`src/rtl/mem_stage_pkg.sv`:
```
// Shared encodings for the memory-access stage: WBsel sources, load/store
// size codes, access-size classes and the bus FSM state type.
package mem_stage_pkg;

  typedef enum logic [1:0] {
    WB_ALU  = 2'b00,
    WB_MEM  = 2'b01,
    WB_PC4  = 2'b10,
    WB_ALU2 = 2'b11
  } wbsel_e;

  localparam logic [2:0] RSEL_LB  = 3'b000;
  localparam logic [2:0] RSEL_LH  = 3'b001;
  localparam logic [2:0] RSEL_LW  = 3'b010;
  localparam logic [2:0] RSEL_LBU = 3'b100;
  localparam logic [2:0] RSEL_LHU = 3'b101;

  localparam logic [1:0] WSEL_BYTE = 2'b00;
  localparam logic [1:0] WSEL_HALF = 2'b01;

  typedef enum logic [1:0] {
    SZ_BYTE = 2'b00,
    SZ_HALF = 2'b01,
    SZ_WORD = 2'b10
  } acc_size_e;

  typedef enum logic {
    ST_IDLE = 1'b0,
    ST_REQ  = 1'b1
  } mem_state_e;

  // A half must sit on an even address, a word on a multiple of four.
  function automatic logic is_misaligned(input acc_size_e sz, input logic [1:0] lo);
    case (sz)
      SZ_HALF: is_misaligned = lo[0];
      SZ_WORD: is_misaligned = |lo;
      default: is_misaligned = 1'b0;
    endcase
  endfunction

endpackage

```
`src/rtl/mem_load_align.sv`:
```
// Picks the addressed byte/half lane out of a read word and sign- or
// zero-extends it according to the load funct3 code.
module mem_load_align
  import mem_stage_pkg::*;
#(
  parameter int datawidth = 32
) (
  input  logic [datawidth-1:0] rdata,
  input  logic [1:0]           addr_lo,
  input  logic [2:0]           rsel,
  output logic [datawidth-1:0] data
);

  logic [7:0]  byte_v;
  logic [15:0] half_v;

  // Lane extraction followed by extension; unknown codes behave as a word load.
  always_comb begin
    byte_v = rdata[{addr_lo, 3'b000} +: 8];
    half_v = rdata[{addr_lo[1], 4'b0000} +: 16];
    case (rsel)
      RSEL_LB:  data = {{(datawidth-8){byte_v[7]}}, byte_v};
      RSEL_LH:  data = {{(datawidth-16){half_v[15]}}, half_v};
      RSEL_LBU: data = {{(datawidth-8){1'b0}}, byte_v};
      RSEL_LHU: data = {{(datawidth-16){1'b0}}, half_v};
      default:  data = rdata;
    endcase
  end

endmodule

```
`src/rtl/mem_access_stage.sv`:
```
// Pipeline MEM stage: issues data-memory requests through a two-state
// handshake FSM, stalls upstream while waiting, and loads MEM/WB.
// Optional build macro MEM_MISALIGN_TRAP_EN: misaligned halves/words are
// suppressed and flagged on misalign_err instead of being truncated.
module mem_access_stage
  import mem_stage_pkg::*;
#(
  parameter int datawidth = 32,
  parameter int regindex  = 5
) (
  input  logic                 clk,
  input  logic                 rst,
  input  logic [datawidth-1:0] ALU_in,
  input  logic [datawidth-1:0] datareg_in,
  input  logic [datawidth-1:0] pcm_in,
  input  logic [regindex-1:0]  regdindex_in,
  input  logic [1:0]           WBsel_in,
  input  logic                 MEMRw_in,
  input  logic [2:0]           Rsel_in,
  input  logic [1:0]           Wsel_in,
  input  logic                 Regwrite_in,
  output logic                 mem_stall,
  output logic                 dmem_req,
  output logic                 dmem_we,
  output logic [datawidth-1:0] dmem_addr,
  output logic [datawidth-1:0] dmem_wdata,
  output logic [3:0]           dmem_be,
  input  logic                 dmem_ack,
  input  logic [datawidth-1:0] dmem_rdata,
  output logic [datawidth-1:0] wb_data_out,
  output logic [regindex-1:0]  regdindex_out,
  output logic                 Regwrite_out,
  output logic                 misalign_err
);

  mem_state_e             state, state_next;
  acc_size_e              acc_size;
  logic                   memop, mis_trap, memop_go, mis_q;
  logic [3:0]             be_next;
  logic [datawidth-1:0]   wdata_next, load_data, wb_sel_data;

  assign memop = (WBsel_in == WB_MEM) | MEMRw_in;

  // Access size comes from the store size for stores, from funct3 for loads.
  always_comb begin
    acc_size = SZ_WORD;
    if (MEMRw_in) begin
      case (Wsel_in)
        WSEL_BYTE: acc_size = SZ_BYTE;
        WSEL_HALF: acc_size = SZ_HALF;
        default:   acc_size = SZ_WORD;
      endcase
    end else begin
      case (Rsel_in)
        RSEL_LB, RSEL_LBU: acc_size = SZ_BYTE;
        RSEL_LH, RSEL_LHU: acc_size = SZ_HALF;
        default:           acc_size = SZ_WORD;
      endcase
    end
  end

`ifdef MEM_MISALIGN_TRAP_EN
  assign mis_trap = memop & is_misaligned(acc_size, ALU_in[1:0]);
`else
  assign mis_trap = 1'b0;
`endif

  assign memop_go     = memop & ~mis_trap;
  assign misalign_err = mis_q;

  // Byte enables and lane-replicated write data; half uses only addr[1] so odd
  // addresses fall back to natural alignment.
  always_comb begin
    be_next    = 4'b1111;
    wdata_next = datareg_in;
    if (MEMRw_in) begin
      case (acc_size)
        SZ_BYTE: begin
          be_next    = 4'b0001 << ALU_in[1:0];
          wdata_next = {(datawidth/8){datareg_in[7:0]}};
        end
        SZ_HALF: begin
          be_next    = 4'b0011 << {ALU_in[1], 1'b0};
          wdata_next = {(datawidth/16){datareg_in[15:0]}};
        end
        default: begin
          be_next    = 4'b1111;
          wdata_next = datareg_in;
        end
      endcase
    end
  end

  // Next state and stall: stall on the issue cycle and every unacked REQ cycle.
  always_comb begin
    state_next = state;
    mem_stall  = 1'b0;
    case (state)
      ST_IDLE: begin
        if (memop_go) begin
          state_next = ST_REQ;
          mem_stall  = 1'b1;
        end
      end
      ST_REQ: begin
        if (dmem_ack) state_next = ST_IDLE;
        else          mem_stall  = 1'b1;
      end
      default: state_next = ST_IDLE;
    endcase
  end

  // FSM state register.
  always_ff @(posedge clk) begin
    if (rst) state <= ST_IDLE;
    else     state <= state_next;
  end

  // Request registers: captured on REQ entry and held until the ack.
  always_ff @(posedge clk) begin
    if (rst) begin
      dmem_req   <= 1'b0;
      dmem_we    <= 1'b0;
      dmem_addr  <= '0;
      dmem_wdata <= '0;
      dmem_be    <= 4'b0000;
    end else if (state == ST_IDLE && memop_go) begin
      dmem_req   <= 1'b1;
      dmem_we    <= MEMRw_in;
      dmem_addr  <= {ALU_in[datawidth-1:2], 2'b00};
      dmem_wdata <= wdata_next;
      dmem_be    <= be_next;
    end else if (state == ST_REQ && dmem_ack) begin
      dmem_req   <= 1'b0;
    end
  end

  mem_load_align #(.datawidth(datawidth)) u_load_align (
    .rdata   (dmem_rdata),
    .addr_lo (ALU_in[1:0]),
    .rsel    (Rsel_in),
    .data    (load_data)
  );

  // Writeback source selection.
  always_comb begin
    case (WBsel_in)
      WB_MEM:  wb_sel_data = load_data;
      WB_PC4:  wb_sel_data = pcm_in;
      default: wb_sel_data = ALU_in;
    endcase
  end

  // MEM/WB register: loads when not stalled, otherwise a bubble with data held.
  always_ff @(posedge clk) begin
    if (rst) begin
      wb_data_out   <= '0;
      regdindex_out <= '0;
      Regwrite_out  <= 1'b0;
      mis_q         <= 1'b0;
    end else if (mem_stall) begin
      Regwrite_out  <= 1'b0;
      mis_q         <= 1'b0;
    end else begin
      wb_data_out   <= wb_sel_data;
      regdindex_out <= regdindex_in;
      Regwrite_out  <= Regwrite_in & (regdindex_in != '0) & ~mis_trap;
      mis_q         <= mis_trap;
    end
  end

endmodule

```
`config.mk`:
```
export PLATFORM = sky130hd
export DESIGN_NAME = mem_access_stage
export DESIGN_NICKNAME = d
export VERILOG_FILES = /design/src/rtl/mem_stage_pkg.sv /design/src/rtl/mem_load_align.sv /design/src/rtl/mem_access_stage.sv
export SDC_FILE = /design/constraint.sdc
export NUM_CORES = 1
export LEC_CHECK = 0
export BUFFER_PORTS_ARGS = -buffer_cell sky130_fd_sc_hd__buf_4
export CORE_ASPECT_RATIO = 1.25
export CORE_MARGIN = 3
export CORE_UTILIZATION = 51
export DETAILED_ROUTE_END_ITERATION = 6
export GPL_ROUTABILITY_DRIVEN = 0
export PLACE_DENSITY = 0.92
export SLEW_MARGIN = 20
export SYNTH_ARGS = -nofsm -noshare
export SYNTH_HDL_FRONTEND = slang
export SYNTH_SLANG_ARGS = --single-unit
```
`constraint.sdc`:
```
create_clock -name clk -period 3.3 [get_ports clk]
set_input_delay 0.495 -clock clk [delete_from_list [all_inputs] [get_ports clk]]
set_output_delay 0.495 -clock clk [all_outputs]
set_load 0.02 [all_outputs]
```
**Word-level counts from Yosys, hierarchy flattened**

Index checks and enable logic that the tools add are counted.

- Logic and storage cells: 47
- Register bits after elaboration: 107
- Input port bits: 145
- Bits in read-only memories: 0
- Memories: 0
- Memory bits (writable): 0
- Latch bits: 0

- Bitwise gates (word level): 3
- $add $sub $neg: 0
- Shift-type cells: 4
- Multiply operators: 0
- $lt $le $gt $ge: 0
- Div/mod/pow operators: 0
- Muxes and demuxes: 14
- Equal/unequal tests: 7
- Reductions and logical operators: 10

Operators by type and width:

| kind | count |
|---|---|
| case mux 32 bit (2 select lines) | 2 |
| case mux 32 bit (4 select lines) | 1 |
| two-way mux 32 bit | 1 |
| variable part select 32 x 6 -> 16 bit | 1 |
| variable part select 32 x 6 -> 8 bit | 1 |
| case mux 2 bit (2 select lines) | 2 |
| case mux 4 bit (2 select lines) | 1 |
| equality test 2 x 1 -> 1 bit (second input constant) | 3 |
| equality test 3 bit (second input constant) | 2 |
| OR reduction 2 bit | 3 |
| nonzero test 5 bit | 1 |
| zero test 2 bit | 2 |
| two-way mux 1 bit | 4 |
| two-way mux 4 bit | 1 |
| << shifter 1 x 2 -> 4 bit (first input constant) | 1 |
| << shifter 2 x 2 -> 4 bit (first input constant) | 1 |
| equality test 3 x 1 -> 1 bit (second input constant) | 1 |
| zero test 3 bit | 1 |
| equality test 2 bit (second input constant) | 1 |
| logical AND 1 bit | 2 |
| two-way mux 2 bit | 1 |
| case mux 1 bit (2 select lines) | 1 |
| nonzero test 2 bit | 1 |
| AND 1 bit | 1 |
| other kinds (2) | 2 |

**Depth between registers and ports, before layout**

- Depth in word-level cells: 7
- Depth in mapped cells: 9

**By module**

Synthesis repeated with hierarchy kept, for this count alone.

- Cell total of the unflattened synthesis: 666
- Area total of the unflattened synthesis: 5,441.5 um^2

By module, submodules not included:

| module | cells each | sequential area each (um^2) | area an instance (um^2) | times used |
|---|---|---|---|---|
| mem_access_stage | 548 | 2,142.1 | 4,647.0 | 1 |
| mem_load_align | 118 | 0.0 | 794.5 | 1 |

**Least setup slack after synthesis**

No wires, ideal clock.

- Path type: input-to-output
- From: in WBsel_in[1]
- To: out mem_stall
- Cell stages on the path: 7
- Arrival time: 1,577 ps
- Path buffers: 2
- Required time: 2,805 ps
- Setup slack: 1,228 ps
- Cells stage by stage: inv_1 ha_1 or3_1 buf_2 nand2_1 inv_1 buf_2

- Longest elaborated chain between the ends: 4

RTL lines:

| element | line | text |
|---|---|---|
| from (decl) | mem_access_stage.sv:17 | `input logic [1:0] WBsel_in,` |
| equality test 2 x 1 -> 1 bit | mem_access_stage.sv:42 | `assign memop = (WBsel_in == WB_MEM) \| MEMRw_in;` |
| bitwise OR 1 bit | mem_access_stage.sv:42 |  |
| two-way mux 1 bit | mem_access_stage.sv:100 | `if (memop_go) begin` |
| case mux 1 bit (2 select lines) | mem_access_stage.sv:98 | `case (state)` |
| to (decl) | mem_access_stage.sv:22 | `output logic mem_stall,` |

No other way between the ends.

**Worst setup path in the final report**

- From: in WBsel_in[0]
- To: out mem_stall

Same word-level chain as after synthesis.

==> impl_results.md <==
* Pre-CTS setup slack at approximately 820 ps
* Routed wire per std cell at just under 20 um
* Fmax at approximately 420 MHz
* CP arrival at around 1900 ps
* Die W at approximately 100 um
* Run status: finished, final reports clean
* H-tree depth at 3
* Max_slew headroom at 0.341
* Asr flop ratio synth at 0
* CTS tree: yes
* Main flop type after synthesis: dfxtp_1
* Std cell rows at between 40 and 50
* CTS Buf Count at 9
* CP startpoint: WBsel_in[0]
* Unrepaired setup endpoints after global routing: no
* Initial antenna violation count at 0
* Vias at between 6000 and 7000
* DIE AREA at around 12000 sq um
* Area Overhead vs Synth at 38.7%
* Cell Area, Synth at between 5000 and 6000 sq um
* Antenna-violating nets left at 0
* Die H at 123 um
* Yosys top cell area share at 0.384
* CTS hold repair buffers at 0
* Post-synth EDFFs at 0
* Post-synth top cells: nand2_1, dfxtp_1, a21oi_1, clkbuf_1, nor2_1
* Root buf cell: clkbuf_16
* Core area at between 10000 and 15000 sq um
* I/O pins at ~260
* Syn_area_per_cell at 7.61 sq um
* IO Port Bufs at 251
* Yosys warning count at 0
* Minimum clock period at between 2000 and 2500 ps
* CTS resizes at 0
* Final Hold Vio Count at 0
* Pwr/cell area at approximately 470 nW/um^2
* Sequential element share of the synthesized area at 0.384
* Startpoint Class: input port
* Final HPWL DP at 15800 um
* CP Max Fanout at 14
* Cell count after synthesis at 733
* Cell variety after synth at 57
* Least-Margin Pin Slew at 989 ps
* Top-count cell post-synth: nand2_1
* Starting Density at 0.525
* Area contributors post-synth: dfxtp_1, nand2_1, a21oi_1
* DRT Wirelength at between 20000 and 25000 um
* First-pass detailed-route iteration total at 5
* Lkg Pwr at approximately 0.0035 uW
* Setup Skew at approximately 8 ps
* # Post-CTS Setup Buffers at 0
* Total Routing Usage GR at 0.334
* Antenna cells at 0
* Nets at between 1000 and 1500
* Number of global-route vias before repair at 6145
* Crit Path Class: input port to output pin
* Clock sinks at 107
* Fin crit share at 0.729
* Final Setup Violations at 0
* Multi-input logic area at 3110 sq um
* Number of synthesized register bits at ~110
* Worst-Skew Late Latency at ~360 ps
* Reg clk slew, reported paths at 90 ps
* Register Area at around 2100 sq um
* Global-route wire length before repair at 31700 um
* Vias per cell at just over 6
* Max Cap Viol at 0
* Worst flop-to-flop path startpoint: state
* Worst min path class: input port to register
* Worst hold start: Regwrite_in
* Buffer depth of the longest clock path at 2
* VDD IR max at 0.290 mV
* First DRT Iteration DRCs at between 400 and 500
* Layout fillers at ~860
* Pwr Total at 3600 uW
* Grt ovf at 0
* Drt drc at 0
* CP required at 2800 ps
* Fin. max-slew vios at 0
* Setup TNS at 0 ps
* Largest area contributor in the netlist: dfxtp_1
* Fin util at 0.728
* Endpoint class of the critical path: output pin
* Pin count of the biggest net entering global routing at 93
* Share of layout cells above drive strength 1 at 0.308
* PnR worst setup slack at roughly 900 ps
-- routing by layer --
| layer | global-route usage | routed length [um] |
|---|---|---|
| met1 | 0.362 | 7340 |
| met3 | 0.0756 | 2150 |
| met2 | 0.563 | 10200 |
| met5 | 0 | 0 |
| met4 | 0.256 | 1590 |
-- logic make-up after synthesis --
group,after synthesis,synth area share
other cells,1,0.000672
fa+ha+maj,2,0.00449
flops,107,0.384
mux,14,0.0278
compound gates,250,0.299
simple gates,280,0.223
buf+inv,79,0.0615
-- sequential cells by signal, summed over array words and instances (netlist names) --
signal,count
dmem_wdata,32
wb_data_out,32
dmem_addr,30
regdindex_out,5
dmem_be,4
Regwrite_out,1
dmem_req,1
dmem_we,1
state,1
-- placed cells by master, fill, tap and decap left out, drive strengths merged, types with 2 or more instances in the layout --
| master | synthesis | routed |
|---|---|---|
| mux2 | 2 | 2 |
| a31o | 3 | 3 |
| o211ai | 2 | 2 |
| ha | 2 | 2 |
| or3b | 3 | 3 |
| and2 | 4 | 4 |
| a21oi | 88 | 88 |
| nand2 | 168 | 168 |
| mux2i | 11 | 11 |
| and3 | 18 | 18 |
| dfxtp | 107 | 107 |
| a311oi | 12 | 12 |
| a211o | 2 | 2 |
| a21boi | 16 | 16 |
| a32oi | 16 | 16 |
| o22ai | 16 | 16 |
| a221oi | 6 | 6 |
| clkbuf | 45 | 9 |
| or3 | 3 | 3 |
| nand2b | 22 | 22 |
| a211oi | 21 | 21 |
| buf | 25 | 262 |
| nor2b | 4 | 4 |
| nand4b | 2 | 2 |
| a2bb2oi | 2 | 2 |
| inv | 9 | 12 |
| clkinv | 0 | 3 |
| o32ai | 8 | 8 |
| nor2 | 43 | 43 |
| o221ai | 6 | 6 |
| conb | 1 | 3 |
| a21o | 10 | 10 |
| o221a | 2 | 2 |
| o21ai | 34 | 34 |
| nor3 | 4 | 4 |
| nor3b | 2 | 2 |
-- through the flow --
| step | hold WS [ps] | instance area [sq um] | std cells |
|---|---|---|---|
| detailed placement | 444 | 7430 | 1059 |
| global route | 371 | 7730 | 1075 |
| finish | 371 | 7730 | 1075 |
| CTS | 366 | 7730 | 1075 |
| global placement | 439 | 7430 | 1059 |
| floorplan | 530 | 5580 | 735 |
-- area by class of cell --
| type | instances | share of cell area |
|---|---|---|
| flip-flops and latches | 107 | 0.277 |
| inverters | 9 | 0.00437 |
| multi-input cells | 549 | 0.402 |
| well taps | 132 | 0.0214 |
| clock buffers | 9 | 0.0291 |
| repair buffers | 262 | 0.256 |
| clock inverters | 7 | 0.0104 |
-- power breakdown --
| group | total [uW] | switching, uW | internal, uW |
|---|---|---|---|
| logic | 1020 | 591 | 430 |
| registers | 1470 | 65.7 | 1410 |
| clock network | 1100 | 564 | 541 |
| total | 3600 | 1220 | 2380 |
-- final timing paths --
path,endpoint,slack (ps),cells after the start
max reg2reg,wb_data_out[4],1410,4
min reg2reg,regdindex_out[0],460,2
max,mem_stall,890,6
min,Regwrite_out,370,2
-- worst max-delay path: stages --
cell and delay, ps:
buf_4 120, ha_1 220, or3_1 470, nand2_1 130
inv_1 230, buf_4 250
No activity file was read; power rests on OpenSTA's default activity.
